[src/rtl/alu_issue_arbiter_if.sv]
// ---------------------------------------------------------------------------
// alu_issue_arbiter_if
// Bundles the two request channels, the ALU issue/complete signals and the
// shared response channel of alu_issue_arbiter.
//
// Handshake semantics (all channels): a transfer happens on a rising clock
// edge where both valid and ready are high. The source holds valid and its
// payload stable until that edge. Ready may depend combinationally on valid.
//
// Modports:
//   master : the arbiter's view. It drives readies, ALU start/operands and
//            the response channel.
//   slave  : the environment's view. It holds the requesters, the ALU and
//            the response consumer.
// ---------------------------------------------------------------------------
interface alu_issue_arbiter_if #(
   parameter int DATA_W = 8
) ();
   // request port 0 (core control sequencer)
   logic              req0_valid;
   logic              req0_ready;
   logic [2:0]        req0_opcode;
   logic [DATA_W-1:0] req0_a;
   logic [DATA_W-1:0] req0_b;
   // request port 1 (AXI-Lite host command path)
   logic              req1_valid;
   logic              req1_ready;
   logic [2:0]        req1_opcode;
   logic [DATA_W-1:0] req1_a;
   logic [DATA_W-1:0] req1_b;
   // ALU issue / completion
   logic              alu_en;
   logic [2:0]        alu_op;
   logic [DATA_W-1:0] alu_a;
   logic [DATA_W-1:0] alu_b;
   logic              alu_done;
   logic [DATA_W-1:0] alu_result;
   logic              alu_flag;
   // shared response channel
   logic              rsp_valid;
   logic              rsp_ready;
   logic              rsp_id;
   logic [DATA_W-1:0] rsp_data;
   logic              rsp_flag;
   logic              rsp_err;
   logic              rsp_we;

   modport master (
      input  req0_valid, req0_opcode, req0_a, req0_b,
      input  req1_valid, req1_opcode, req1_a, req1_b,
      input  alu_done, alu_result, alu_flag,
      input  rsp_ready,
      output req0_ready, req1_ready,
      output alu_en, alu_op, alu_a, alu_b,
      output rsp_valid, rsp_id, rsp_data, rsp_flag, rsp_err, rsp_we
   );

   modport slave (
      output req0_valid, req0_opcode, req0_a, req0_b,
      output req1_valid, req1_opcode, req1_a, req1_b,
      output alu_done, alu_result, alu_flag,
      output rsp_ready,
      input  req0_ready, req1_ready,
      input  alu_en, alu_op, alu_a, alu_b,
      input  rsp_valid, rsp_id, rsp_data, rsp_flag, rsp_err, rsp_we
   );
endinterface

[src/rtl/alu_issue_arbiter.sv]
// ---------------------------------------------------------------------------
// alu_issue_arbiter
// Shares one ALU between two requesters. A request is accepted in IDLE
// (round-robin on a tie), issued to the ALU with a one-cycle alu_en pulse,
// awaited with a timeout, and answered on a shared response channel tagged
// with the requester id. Opcodes: 000 ADD, 001 RSHIFT, 010 POPCOUNT,
// 011 COMPARE, 1xx illegal. Only ADD/RSHIFT/POPCOUNT without error write back.
//
// Ports:
//   clk        clock, rising edge
//   rst        synchronous active-high reset
//   bus        alu_issue_arbiter_if.master (requests, ALU, response)
//   state_dbg  current FSM state: IDLE=00 ISSUE=01 WAIT=10 RESP=11
// ---------------------------------------------------------------------------
module alu_issue_arbiter #(
   parameter int DATA_W  = 8,
   parameter int TIMEOUT = 15
) (
   input  logic                  clk,
   input  logic                  rst,
   alu_issue_arbiter_if.master   bus,
   output logic [1:0]            state_dbg
);

   localparam int TW = $clog2(TIMEOUT + 1);

   typedef enum logic [1:0] {
      S_IDLE  = 2'b00,
      S_ISSUE = 2'b01,
      S_WAIT  = 2'b10,
      S_RESP  = 2'b11
   } state_t;

   state_t            state_q, state_d;
   logic              last_grant_q, last_grant_d;
   logic              id_q, id_d;
   logic [2:0]        op_q, op_d;
   logic [DATA_W-1:0] a_q, a_d;
   logic [DATA_W-1:0] b_q, b_d;
   logic [DATA_W-1:0] data_q, data_d;
   logic              flag_q, flag_d;
   logic              err_q, err_d;
   logic [TW-1:0]     timer_q, timer_d;

   logic              grant_c;
   logic              ready0_c, ready1_c, alu_en_c, rsp_valid_c;

   always_ff @(posedge clk) begin
      if (rst) begin
         state_q      <= S_IDLE;
         last_grant_q <= 1'b1;   // port 0 wins the first tie
         id_q         <= 1'b0;
         op_q         <= '0;
         a_q          <= '0;
         b_q          <= '0;
         data_q       <= '0;
         flag_q       <= 1'b0;
         err_q        <= 1'b0;
         timer_q      <= '0;
      end else begin
         state_q      <= state_d;
         last_grant_q <= last_grant_d;
         id_q         <= id_d;
         op_q         <= op_d;
         a_q          <= a_d;
         b_q          <= b_d;
         data_q       <= data_d;
         flag_q       <= flag_d;
         err_q        <= err_d;
         timer_q      <= timer_d;
      end
   end

   // A lone valid port wins; on a tie the port not granted last time wins.
   always_comb begin
      grant_c = bus.req1_valid;
      if (bus.req0_valid && bus.req1_valid) begin
         grant_c = ~last_grant_q;
      end
   end

   always_comb begin
      state_d      = state_q;
      last_grant_d = last_grant_q;
      id_d         = id_q;
      op_d         = op_q;
      a_d          = a_q;
      b_d          = b_q;
      data_d       = data_q;
      flag_d       = flag_q;
      err_d        = err_q;
      timer_d      = timer_q;
      ready0_c     = 1'b0;
      ready1_c     = 1'b0;
      alu_en_c     = 1'b0;
      rsp_valid_c  = 1'b0;

      unique case (state_q)
         S_IDLE: begin
            if (bus.req0_valid || bus.req1_valid) begin
               ready0_c     = ~grant_c;
               ready1_c     = grant_c;
               id_d         = grant_c;
               last_grant_d = grant_c;
               op_d         = grant_c ? bus.req1_opcode : bus.req0_opcode;
               a_d          = grant_c ? bus.req1_a      : bus.req0_a;
               b_d          = grant_c ? bus.req1_b      : bus.req0_b;
               state_d      = S_ISSUE;
            end
         end
         S_ISSUE: begin
            if (!op_q[2]) begin
               alu_en_c = 1'b1;
               timer_d  = '0;
               state_d  = S_WAIT;
            end else begin
               // illegal opcode: never reaches the ALU
               err_d   = 1'b1;
               data_d  = '0;
               flag_d  = 1'b0;
               state_d = S_RESP;
            end
         end
         S_WAIT: begin
            timer_d = timer_q + 1'b1;
            // done is checked first so a done on the last allowed cycle wins
            if (bus.alu_done) begin
               data_d  = bus.alu_result;
               flag_d  = bus.alu_flag;
               err_d   = 1'b0;
               state_d = S_RESP;
            end else if (timer_q == TW'(TIMEOUT - 1)) begin
               data_d  = '0;
               flag_d  = 1'b0;
               err_d   = 1'b1;
               state_d = S_RESP;
            end
         end
         S_RESP: begin
            rsp_valid_c = 1'b1;
            if (bus.rsp_ready) begin
               state_d = S_IDLE;
            end
         end
         default: state_d = S_IDLE;
      endcase
   end

   logic in_idle, in_resp;
   assign in_idle = (state_q == S_IDLE);
   assign in_resp = (state_q == S_RESP);

   assign bus.req0_ready = ready0_c;
   assign bus.req1_ready = ready1_c;
   assign bus.alu_en     = alu_en_c;
   assign bus.alu_op     = in_idle ? 3'b000 : op_q;
   assign bus.alu_a      = in_idle ? '0 : a_q;
   assign bus.alu_b      = in_idle ? '0 : b_q;
   assign bus.rsp_valid  = rsp_valid_c;
   assign bus.rsp_id     = in_resp & id_q;
   assign bus.rsp_data   = in_resp ? data_q : '0;
   assign bus.rsp_flag   = in_resp & flag_q;
   assign bus.rsp_err    = in_resp & err_q;
   // COMPARE (011), illegal opcodes (1xx) and errors never write back
   assign bus.rsp_we     = in_resp & ~op_q[2] & (op_q[1:0] != 2'b11) & ~err_q;
   assign state_dbg      = state_q;

endmodule

[src/flat_wrapper.sv]
// flat-port wrapper written by rule: the top's interface ports become plain ports
module alu_issue_arbiter_flat 
#(
   parameter int DATA_W  = 8,
   parameter int TIMEOUT = 15
)
  (clk, rst, state_dbg, bus_req0_valid, bus_req0_opcode, bus_req0_a, bus_req0_b, bus_req1_valid, bus_req1_opcode, bus_req1_a, bus_req1_b, bus_alu_done, bus_alu_result, bus_alu_flag, bus_rsp_ready, bus_req0_ready, bus_req1_ready, bus_alu_en, bus_alu_op, bus_alu_a, bus_alu_b, bus_rsp_valid, bus_rsp_id, bus_rsp_data, bus_rsp_flag, bus_rsp_err, bus_rsp_we);
  alu_issue_arbiter_if #(.DATA_W(DATA_W)) bus_i ();
  input  logic clk;
  input  logic rst;
  output logic [1:0] state_dbg;
  input wire logic [$bits(bus_i.req0_valid)-1:0] bus_req0_valid;
  input wire logic [$bits(bus_i.req0_opcode)-1:0] bus_req0_opcode;
  input wire logic [$bits(bus_i.req0_a)-1:0] bus_req0_a;
  input wire logic [$bits(bus_i.req0_b)-1:0] bus_req0_b;
  input wire logic [$bits(bus_i.req1_valid)-1:0] bus_req1_valid;
  input wire logic [$bits(bus_i.req1_opcode)-1:0] bus_req1_opcode;
  input wire logic [$bits(bus_i.req1_a)-1:0] bus_req1_a;
  input wire logic [$bits(bus_i.req1_b)-1:0] bus_req1_b;
  input wire logic [$bits(bus_i.alu_done)-1:0] bus_alu_done;
  input wire logic [$bits(bus_i.alu_result)-1:0] bus_alu_result;
  input wire logic [$bits(bus_i.alu_flag)-1:0] bus_alu_flag;
  input wire logic [$bits(bus_i.rsp_ready)-1:0] bus_rsp_ready;
  output wire logic [$bits(bus_i.req0_ready)-1:0] bus_req0_ready;
  output wire logic [$bits(bus_i.req1_ready)-1:0] bus_req1_ready;
  output wire logic [$bits(bus_i.alu_en)-1:0] bus_alu_en;
  output wire logic [$bits(bus_i.alu_op)-1:0] bus_alu_op;
  output wire logic [$bits(bus_i.alu_a)-1:0] bus_alu_a;
  output wire logic [$bits(bus_i.alu_b)-1:0] bus_alu_b;
  output wire logic [$bits(bus_i.rsp_valid)-1:0] bus_rsp_valid;
  output wire logic [$bits(bus_i.rsp_id)-1:0] bus_rsp_id;
  output wire logic [$bits(bus_i.rsp_data)-1:0] bus_rsp_data;
  output wire logic [$bits(bus_i.rsp_flag)-1:0] bus_rsp_flag;
  output wire logic [$bits(bus_i.rsp_err)-1:0] bus_rsp_err;
  output wire logic [$bits(bus_i.rsp_we)-1:0] bus_rsp_we;
  assign bus_i.req0_valid = bus_req0_valid;
  assign bus_i.req0_opcode = bus_req0_opcode;
  assign bus_i.req0_a = bus_req0_a;
  assign bus_i.req0_b = bus_req0_b;
  assign bus_i.req1_valid = bus_req1_valid;
  assign bus_i.req1_opcode = bus_req1_opcode;
  assign bus_i.req1_a = bus_req1_a;
  assign bus_i.req1_b = bus_req1_b;
  assign bus_i.alu_done = bus_alu_done;
  assign bus_i.alu_result = bus_alu_result;
  assign bus_i.alu_flag = bus_alu_flag;
  assign bus_i.rsp_ready = bus_rsp_ready;
  assign bus_req0_ready = bus_i.req0_ready;
  assign bus_req1_ready = bus_i.req1_ready;
  assign bus_alu_en = bus_i.alu_en;
  assign bus_alu_op = bus_i.alu_op;
  assign bus_alu_a = bus_i.alu_a;
  assign bus_alu_b = bus_i.alu_b;
  assign bus_rsp_valid = bus_i.rsp_valid;
  assign bus_rsp_id = bus_i.rsp_id;
  assign bus_rsp_data = bus_i.rsp_data;
  assign bus_rsp_flag = bus_i.rsp_flag;
  assign bus_rsp_err = bus_i.rsp_err;
  assign bus_rsp_we = bus_i.rsp_we;
  alu_issue_arbiter #(.DATA_W(DATA_W), .TIMEOUT(TIMEOUT)) u_core (.clk(clk), .rst(rst), .bus(bus_i), .state_dbg(state_dbg));
endmodule
[config.mk]
export PLATFORM = sky130hd
export DESIGN_NAME = alu_issue_arbiter_flat
export DESIGN_NICKNAME = d
export VERILOG_FILES = /design/src/rtl/alu_issue_arbiter_if.sv /design/src/rtl/alu_issue_arbiter.sv /design/src/flat_wrapper.sv
export SDC_FILE = /design/constraint.sdc
export NUM_CORES = 1
export LEC_CHECK = 0
export BUFFER_PORTS_ARGS = -buffer_cell sky130_fd_sc_hd__buf_4
export CAP_MARGIN = 15
export CORE_ASPECT_RATIO = 0.75
export CORE_MARGIN = 10
export CORE_UTILIZATION = 49
export DETAILED_ROUTE_END_ITERATION = 10
export HOLD_SLACK_MARGIN = 0.1
export PLACE_DENSITY_LB_ADDON = 0.2
export SYNTH_ARGS = -nofsm -noshare
export SYNTH_HDL_FRONTEND = slang
export SYNTH_SLANG_ARGS = --single-unit
export TNS_END_PERCENT = 1
[constraint.sdc]
create_clock -name clk -period 4.5 [get_ports clk]
set_input_delay 0.675 -clock clk [delete_from_list [all_inputs] [get_ports clk]]
set_output_delay 0.675 -clock clk [all_outputs]
set_load 0.05 [all_outputs]
==> reports/metrics.yaml <==
outcome: "finished, final reports clean"
start_util: 0.5099
min_path_cells: 1
relSlewSlack: 0.3762
gp_congestion: 0.7519
antenna_left: 0
hp-class: "reg2reg"
cap_violations: 0
crit_cells: 4
grt_pass1_vias: 1833
synth.avg_cell_area_um2: 8.723
layout_common_cells: "buf_4, dfxtp_1, nor2_1"
port_buffers: 89
top_level_ports: 90
grt_max_degree: 34
syn_area_mm2: 0.001867
syn_inst: 214
grt_pass1_wl_um: 8714
num_rows: 19
fin_nets: 356
cp_data_arrival_time_ns: 2.02
peakVddDrop_mv: 0.2925
post-route-drc-count: 0
vias: 1779
cp_top_family: "adder cells"
firstDrtPassIters: 4
yosysWarningCount: 0
wl_per_cell_um: 15.03
critPathKind: "reg2out"
whs_ns: 0.4727
synthDistinctLibCells: 31
gr-total-overflow: 0
place_inst: 341
cts_max_path_buffers: 2
cp_max_fo: 28
cts_tree: "built"
leakagePower_nw: 1.218
fin_crit_ns: 2.691
die_h_um: 73.46
clock_skew_ns: 0.004816
rsz0062_at_grt: "no"
critPathSlowestCell: "ha_1"
root_buffer: "clkbuf_8"
dieArea_mm2: 0.006704
tightest_slew_ns: 0.9357
drt_iter0_markers: 88
synth_top_area_share: 0.3968
clk_latency_ns: 0.28
antenna_found_initial: 0
path_clk_slew_ns: 0.07
vias_per_cell: 5.097
min_period_over_period: 0.5979
critPathLaunchType: "flip-flop"
final_cells: 349
r2r_cells: 6
wl_um: 5245
synth_seq_cells: 37
grt_usage: 0.1563
final_common_cell: "buf_4"
crit_required_ns: 3.83
synth_area_leaders: "dfxtp_1, mux2i_1, nor2_1, nor2b_1, a211oi_1"
cts_resized: 0
die_w_um: 91.27
layout-drive-gt1-share: 0.3434
fmax_mhz: 371.7
yosysTopAreaCell: "dfxtp_1"
area_growth_pct: 41.82
hpwlAfterDp_um: 4004
cellPowerDensity_mw_per_mm2: 567.0
setup_tns_ns: 0
htreeDepth: 2
setup_viol: 0
n_antenna_cell: 0
syn-num-nets: 273
core_area_mm2: 0.003661
report.final.slew_viol_count: 0
numCtsBuffers: 5
hold_viol: 0
clock_sinks: 37
end_kind: "primary output"
path_cells: "inv_1, ha_1, and2_1, buf_4"
slowest_delay_ns: 0.78
hold_buffers: 0
critPathBufInv: 2
post_cts_buffers: 0
ys_seq_area_frac: 0.3968
-- worst paths after layout --
check                      start          endpoint  slack (ns)
min reg2reg     u_core.data_q[5]  u_core.data_q[5]        0.47
min             u_core.data_q[5]  u_core.data_q[5]        0.47
max reg2reg  u_core.state_dbg[0]     u_core.a_q[3]        2.19
max          u_core.state_dbg[0]    bus_req1_ready        1.81
-- sequential cells by signal, indices dropped and copies added (netlist names) --
name,flops
u_core.flag_q,1
u_core.timer_q,4
u_core.op_q,3
u_core.err_q,1
u_core.data_q,8
u_core.state_dbg,2
u_core.last_grant_q,1
u_core.b_q,8
u_core.a_q,8
u_core.id_q,1
-- Yosys cell counts, drive strengths merged --
cell type / n
nor2: 32
a211oi: 11
a21oi: 7
nand2: 5
and2: 13
and3: 3
mux2i: 14
nor3: 2
nor2b: 15
and3b: 1
o32ai: 8
o21ai: 3
a2bb2oi: 1
a222oi: 1
a21boi: 2
inv: 13
ha: 6
mux2: 1
nand2b: 2
a22o: 7
a22oi: 10
a311oi: 1
clkbuf: 10
nand3: 3
buf: 5
a311o: 1
dfxtp: 37
-- area by class of cell --
cell class | count | area [um2]
multi-input cells | 149 | 1016
fillers | 301 | 1013
flip-flops and latches | 37 | 740.7
repair buffers | 91 | 690.7
clock buffers | 7 | 86.33
well taps | 52 | 65.06
inverters | 13 | 48.80
-- layer usage --
metal  wire length (um)  track usage  vias to the layer above
li1                   -            -                      914
met1               2283       0.1869                      792
met2               2332       0.2345                       66
met3                570      0.08545                        7
met4                 59      0.05199                        0
met5                  0            0                        -
-- stage by stage --
step           total power [mW]  utilization  cell area (um2)  setup WS [ns]
2_1_floorplan             1.050            -             1867          1.430
3_3_place_gp              1.253       0.6955             2546          1.921
3_5_place_dp              1.268       0.6955             2546          1.776
4_1_cts                   1.496       0.7191             2633          1.764
5_1_grt                   1.609       0.7232             2648          1.637
6_report                  1.501       0.7232             2648          1.810
-- cell families after synthesis --
| group | synth area share |
|---|---|
| buf+inv | 0.06233 |
| compound gates | 0.2125 |
| simple gates | 0.2071 |
| mux | 0.08110 |
| fa+ha+maj | 0.04021 |
| flops | 0.3968 |
-- power breakdown --
part | leakage [nW] | switching [mW] | internal [mW]
Clock | 0.0443 | 0.107 | 0.121
Combinational | 0.870 | 0.540 | 0.278
Sequential | 0.304 | 0.0496 | 0.406
No activity file was read; power rests on OpenSTA's default activity.
